===== src/rtl/cpu_pkg.sv =====
// Shared definitions for the ECNURVCORE fetch stage: default widths, the
// reset vector, FSM state encoding and redirect-priority codes.
package cpu_pkg;

  localparam int          XLEN_DEFAULT      = 32;
  localparam logic [31:0] RESET_VEC_DEFAULT = 32'h0000_0000;

  typedef enum logic [1:0] {
    BOOT = 2'd0,
    RUN  = 2'd1,
    HALT = 2'd2
  } state_t;

  // Larger code = higher priority; used when comparing buffered redirects.
  typedef enum logic [1:0] {
    PRIO_BR   = 2'd0,
    PRIO_JAL  = 2'd1,
    PRIO_JALR = 2'd2,
    PRIO_TRAP = 2'd3
  } prio_t;

endpackage


===== src/rtl/pc_target_sel.sv =====
// Combinational next-PC selection: priority mux, target adders, JALR bit0
// masking, misalign detection of non-trap redirects and priority code.
module pc_target_sel
  import cpu_pkg::*;
#(
  parameter int XLEN       = XLEN_DEFAULT,
  parameter int IALIGN     = 32,
  parameter int ILEN_BYTES = 4
) (
  input  logic [XLEN-1:0] pc,
  input  logic            br_en,
  input  logic            jal_en,
  input  logic            jalr_en,
  input  logic            trap_en,
  input  logic [XLEN-1:0] imm,
  input  logic [XLEN-1:0] rs1_val,
  input  logic [XLEN-1:0] trap_vec,
  output logic [XLEN-1:0] target,
  output logic            redirect,
  output prio_t           prio,
  output logic            bad_align
);

  // Bit that must be clear for a legal fetch address at this alignment.
  function automatic logic align_bit(input logic [XLEN-1:0] addr);
    return (IALIGN == 32) ? addr[1] : addr[0];
  endfunction

  logic signed [XLEN-1:0] imm_s;
  logic        [XLEN-1:0] pc_rel;
  logic        [XLEN-1:0] jalr_sum;
  logic        [XLEN-1:0] seq;

  assign imm_s    = imm;
  assign pc_rel   = pc + imm_s;
  assign jalr_sum = rs1_val + imm_s;
  assign seq      = pc + XLEN'(ILEN_BYTES);

  always_comb begin
    target    = seq;
    redirect  = 1'b1;
    prio      = PRIO_BR;
    if (trap_en) begin
      target = trap_vec;
      prio   = PRIO_TRAP;
    end else if (jalr_en) begin
      target = {jalr_sum[XLEN-1:1], 1'b0};
      prio   = PRIO_JALR;
    end else if (jal_en) begin
      target = pc_rel;
      prio   = PRIO_JAL;
    end else if (br_en) begin
      target = pc_rel;
    end else begin
      redirect = 1'b0;
    end
    bad_align = redirect && !trap_en && align_bit(target);
  end

endmodule


===== src/rtl/pc_gen.sv =====
// Program-counter generator: BOOT/RUN/HALT control, PC register and a
// single-entry pending-redirect buffer that absorbs redirects during stall.
module pc_gen
  import cpu_pkg::*;
#(
  parameter int              XLEN       = XLEN_DEFAULT,
  parameter logic [XLEN-1:0] RESET_VEC  = XLEN'(RESET_VEC_DEFAULT),
  parameter int              IALIGN     = 32,
  parameter int              ILEN_BYTES = 4
) (
  input  logic            clk,
  input  logic            rst,
  input  logic            stall,
  input  logic            br_en,
  input  logic            jal_en,
  input  logic            jalr_en,
  input  logic [XLEN-1:0] imm,
  input  logic [XLEN-1:0] rs1_val,
  input  logic            trap_en,
  input  logic [XLEN-1:0] trap_vec,
  input  logic            halt_req,
  input  logic            resume,
  output logic [XLEN-1:0] pc,
  output logic [XLEN-1:0] pc_link,
  output logic            pc_valid,
  output logic            misalign
);

  state_t          state;
  logic [XLEN-1:0] target;
  logic            redirect;
  prio_t           prio;
  logic            bad_align;
  logic [XLEN-1:0] pend_target;
  prio_t           pend_prio;
  logic            pend_valid;

  pc_target_sel #(
    .XLEN       (XLEN),
    .IALIGN     (IALIGN),
    .ILEN_BYTES (ILEN_BYTES)
  ) u_sel (
    .pc        (pc),
    .br_en     (br_en),
    .jal_en    (jal_en),
    .jalr_en   (jalr_en),
    .trap_en   (trap_en),
    .imm       (imm),
    .rs1_val   (rs1_val),
    .trap_vec  (trap_vec),
    .target    (target),
    .redirect  (redirect),
    .prio      (prio),
    .bad_align (bad_align)
  );

  assign pc_link = pc + XLEN'(ILEN_BYTES);

  always_ff @(posedge clk) begin
    if (rst) begin
      state      <= BOOT;
      pc         <= RESET_VEC;
      pc_valid   <= 1'b0;
      misalign   <= 1'b0;
      pend_valid <= 1'b0;
      pend_prio  <= PRIO_BR;
    end else begin
      misalign <= 1'b0;
      case (state)
        BOOT: begin
          state    <= RUN;
          pc_valid <= 1'b1;
        end
        RUN: begin
          if (stall) begin
            // Misaligned targets are rejected at capture, so a buffered
            // redirect is always legal when it is finally applied.
            if (redirect && bad_align) begin
              misalign <= 1'b1;
            end else if (redirect && (!pend_valid || prio >= pend_prio)) begin
              pend_target <= target;
              pend_prio   <= prio;
              pend_valid  <= 1'b1;
            end
          end else begin
            pend_valid <= 1'b0;
            if (trap_en) begin
              pc <= target;
            end else begin
              if (pend_valid) begin
                pc <= pend_target;
              end else if (bad_align) begin
                misalign <= 1'b1;
              end else begin
                pc <= target;
              end
              if (halt_req) begin
                state    <= HALT;
                pc_valid <= 1'b0;
              end
            end
          end
        end
        HALT: begin
          if (trap_en) begin
            pc       <= target;
            state    <= RUN;
            pc_valid <= 1'b1;
          end else if (resume) begin
            state    <= RUN;
            pc_valid <= 1'b1;
          end
        end
        default: begin
          state    <= BOOT;
          pc_valid <= 1'b0;
        end
      endcase
    end
  end

endmodule


===== config.mk =====
export PLATFORM = sky130hd
export DESIGN_NAME = pc_gen
export DESIGN_NICKNAME = d
export VERILOG_FILES = /design/src/rtl/cpu_pkg.sv /design/src/rtl/pc_target_sel.sv /design/src/rtl/pc_gen.sv
export SDC_FILE = /design/constraint.sdc
export NUM_CORES = 1
export LEC_CHECK = 0
export CAP_MARGIN = 20
export CORE_MARGIN = 2
export CORE_UTILIZATION = 55
export CTS_BUF_LIST = sky130_fd_sc_hd__clkbuf_4
export DETAILED_ROUTE_END_ITERATION = 7
export HOLD_SLACK_MARGIN = 0.12
export PLACE_DENSITY = 0.93
export SLEW_MARGIN = 20
export SYNTH_ARGS = -nofsm -noshare
export SYNTH_HDL_FRONTEND = slang
export SYNTH_SLANG_ARGS = --single-unit

===== constraint.sdc =====
create_clock -name clk -period 9.85 [get_ports clk]
set_clock_uncertainty 0.05 [all_clocks]
set_input_delay 0.985 -clock clk [delete_from_list [all_inputs] [get_ports clk]]
set_output_delay 0.985 -clock clk [all_outputs]
set_load 0.02 [all_outputs]

==> load_flow_metrics.sql <==
INSERT INTO impl_metrics (metric_group, metric, value, unit) VALUES
('worst_setup_path', 'cp_cell_sequence', 'clkdlybuf4s50_1, buf_4, clkinv_1, o21ai_0, nand2_1, o21ai_0, o21a_1, nor2_1, a32oi_1, a31oi_1', ''),
('timing', 'postLayoutSetupSlackWorst', '4940', 'ps'),
('worst_setup_path', 'reg2reg_from', 'pc[23]', ''),
('cts', 'count_of_h_tree_levels_built_during_cts', '3', ''),
('detailed_routing', 'routed_wl', '30.0', 'mm'),
('grt', 'globalRouteOverflowTotal', '0', ''),
('finish', 'postLayoutCoreUtil', '0.689', ''),
('die', 'std_cell_rows', '44', ''),
('worst_setup_path', 'cp-startpoint', 'jalr_en', ''),
('timing', 'max_freq', '204', 'MHz'),
('timing', 'rsz_0062_raised_after_global_routing', 'no', ''),
('placement', 'preCtsSetupSlack', '4740', 'ps'),
('worst_hold_path', 'timing.hold.worst.class', 'reg2reg', ''),
('detailed_routing', 'routed_wire_length_per_instance', '21.9', 'µm'),
('cts', 'cts_root_buffer', 'sky130_fd_sc_hd__clkbuf_4', ''),
('finish', 'drive_above_1_share', '0.0541', ''),
('timing', 'layout_min_cycle_time', '4910', 'ps'),
('worst_setup_path', 'path_delay_family', 'compound AO/OA/AOI/OAI gates', ''),
('cts', 'tritoncts', 'yes', ''),
('timing', 'max-slew-margin-rel', '0.283', ''),
('synth', 'synthDominantAreaCellType', 'sky130_fd_sc_hd__edfxtp_1', ''),
('die', 'die_w', '125', 'µm'),
('worst_setup_path', 'worst_ep_required_time', '10080', 'ps'),
('worst_setup_path', 'critical-path-slowest-cell', 'sky130_fd_sc_hd__clkinv_1', ''),
('grt', 'global_route.usage.total', '0.371', ''),
('synth', 'yosys_warnings', '0', ''),
('cts', 'cts_num_sinks', '70', ''),
('placement', 'buffer_ports.inserted', '170', ''),
('cts', 'clock_pin_transition_on_the_worst_setup_and_hold_timing_paths', '110', 'ps'),
('finish', 'synthToLayoutAreaGrowth', '23.5', '%'),
('worst_setup_path', 'rrSetupSlack', '6280', 'ps'),
('worst_setup_path', 'cp_common_cell', 'sky130_fd_sc_hd__o21ai_0', ''),
('outcome', 'run_status', 'finished, final reports clean', ''),
('cts', 'cts.repair_timing.setup_buffer_count', '0', ''),
('worst_setup_path', 'cp-endpoint', 'pc[18]', ''),
('synth', 'yosys_most_used_dff', 'sky130_fd_sc_hd__dfxtp_1', ''),
('finish', 'antennaDiodeCount', '0', ''),
('die', 'io_pins', '171', ''),
('timing', 'slew_violations', '0', ''),
('timing', 'totalNegativeSetupSlack', '0', 'ps'),
('synth', 'synth-seq-cells', '70', ''),
('die', 'floorplan.initialDensity', '0.558', ''),
('worst_setup_path', 'crit_path_end_kind', 'flop', ''),
('die', 'placeableCoreArea', '14400', 'µm²'),
('power_and_ir_drop', 'report.power.total', '0.00109', 'W'),
('placement', 'detailedPlacementHpwl', '22.9', 'mm'),
('cts', 'cts_max_path_bufs', '2', ''),
('timing', 'hold_viol_final', '0', ''),
('worst_setup_path', 'cp_max_fo', '40', ''),
('timing', 'min_period_over_period', '0.498', ''),
('grt', 'grt_max_degree', '62', ''),
('synth', 'number_of_flops_mapped_to_enable_cells_by_yosys', '32', ''),
('cts', 'postCtsHoldBufs', '0', ''),
('flow_run', 'max_cap_viol_count', '0', ''),
('detailed_routing', 'initialDrtViolationCount', '1026', ''),
('worst_setup_path', 'worst-endpoint-arrival', '5140', 'ps'),
('grt', 'grt_pass1_vias', '8715', ''),
('detailed_routing', 'vias_per_cell', '6.76', ''),
('grt', 'antenna_found_initial', '0', ''),
('die', 'die_span_in_y', '125', 'µm'),
('grt', 'grt_pass1_wl', '46.5', 'mm'),
('synth', 'synth_top_cell_area_share', '0.120', ''),
('worst_setup_path', 'path_class', 'in2reg', ''),
('die', 'design.die.area', '15600', 'µm²'),
('placement', 'gp_congestion', '1.01', ''),
('synth', 'post_synth_most_frequent_cells', 'sky130_fd_sc_hd__nand2_1, sky130_fd_sc_hd__a21oi_1, sky130_fd_sc_hd__nor2_1', ''),
('synth', 'synthesis.nets', '1222', ''),
('detailed_routing', 'vias', '9249', ''),
('synth', 'async_flop_share', '0', ''),
('synth', 'ys_seq_area_frac', '0.215', ''),
('synth', 'synthMostInstantiatedCell', 'sky130_fd_sc_hd__nand2_1', '');
==> how the worst min path moves through the flow <==
stage	depth (start not counted)	start	to	slack, ps
after floorplan	2	pend_prio[1]	pend_prio[1]	390
after global placement	2	pend_prio[1]	pend_prio[1]	420
after detailed placement	2	pend_prio[1]	pend_prio[1]	430
after CTS	2	pend_prio[1]	pend_prio[1]	440
after global routing	2	pend_prio[1]	pend_prio[1]	470
final	2	pend_prio[1]	pend_prio[1]	450
==> worst reg2reg max path, stage by stage, from the launching register on <==
cell and delay, ps:
sky130_fd_sc_hd__dfxtp_1 560, sky130_fd_sc_hd__ha_1 450, sky130_fd_sc_hd__a21oi_2 300, sky130_fd_sc_hd__o21ai_1 140, sky130_fd_sc_hd__or3_1 330, sky130_fd_sc_hd__a221oi_1 400
sky130_fd_sc_hd__or3b_1 390, sky130_fd_sc_hd__o21ai_1 160, sky130_fd_sc_hd__xnor2_1 80, sky130_fd_sc_hd__a21oi_1 320, sky130_fd_sc_hd__a21boi_1 150
==> report_power, final <==
group / internal [W] / switching, W / leakage [nW]
combinational: 0.000229 / 0.000320 / 3.22
clock: 0.0000819 / 0.000103 / 0.0766
sequential: 0.000325 / 0.0000336 / 0.603
==> state kept, by name (all words and copies together) (netlist names) <==
name and flops:
pend_target 32, pend_prio 2, pc 32, state 2
misalign 1, pend_valid 1
==> metal layers <==
metal	routed length (µm)	vias to the layer above	track usage
li1	-	4228	-
met1	11500	4258	0.466
met2	13500	628	0.606
met3	2870	135	0.0597
met4	2090	0	0.210
met5	0	-	0
==> logic make-up (layout without fill, tap and decap cells) <==
kind of cell	Yosys count	count (layout)	share of synthesized area
XOR/XNOR	69	69	0.0763
buffers and inverters	81	214	0.0398
flip-flops	70	70	0.215
AND/OR/NAND/NOR	395	395	0.243
AO/OA/AOI/OAI	361	361	0.309
adder cells (fa/ha/maj)	66	66	0.105
multiplexers	9	9	0.0117
==> placed cells by master (no fill, tap or decap), types with 9 or more instances in the layout <==
master                            count
sky130_fd_sc_hd__a211oi_1            19
sky130_fd_sc_hd__a21o_1              26
sky130_fd_sc_hd__a21oi_1             89
sky130_fd_sc_hd__a221oi_1            11
sky130_fd_sc_hd__a31oi_1             14
sky130_fd_sc_hd__and2_1              12
sky130_fd_sc_hd__and3_1              15
sky130_fd_sc_hd__clkbuf_4            11
sky130_fd_sc_hd__clkdlybuf4s50_1    169
sky130_fd_sc_hd__dfxtp_1             38
sky130_fd_sc_hd__edfxtp_1            32
sky130_fd_sc_hd__ha_1                64
sky130_fd_sc_hd__inv_1               18
sky130_fd_sc_hd__nand2_1            130
sky130_fd_sc_hd__nand2b_1            16
sky130_fd_sc_hd__nand3_1             36
sky130_fd_sc_hd__nand4_1             25
sky130_fd_sc_hd__nor2_1              86
sky130_fd_sc_hd__nor3_1              22
sky130_fd_sc_hd__o211ai_1            13
sky130_fd_sc_hd__o21a_1              16
sky130_fd_sc_hd__o21ai_0             59
sky130_fd_sc_hd__o31ai_1              9
sky130_fd_sc_hd__xnor2_1             42
sky130_fd_sc_hd__xor2_1              26
==> stage by stage <==
stage,cell area (µm²),std cells,hold slack [ps]
2_1_floorplan,8020,1051,393
5_1_grt,9900,1368,467
6_report,9900,1368,448
3_3_place_gp,9770,1352,417
4_1_cts,9900,1368,441
3_5_place_dp,9770,1352,426
==> cell type report <==
cell class,instances,area (µm²)
Fill cell,1200,4470
Tap cell,184,230
Clock inverter,5,52.6
Inverter,20,75.1
Timing Repair Buffer,178,1760
Clock buffer,11,82.6
Sequential cell,70,1720
Multi-Input combinational cell,900,5980
Power figures use the tool's default switching activity.
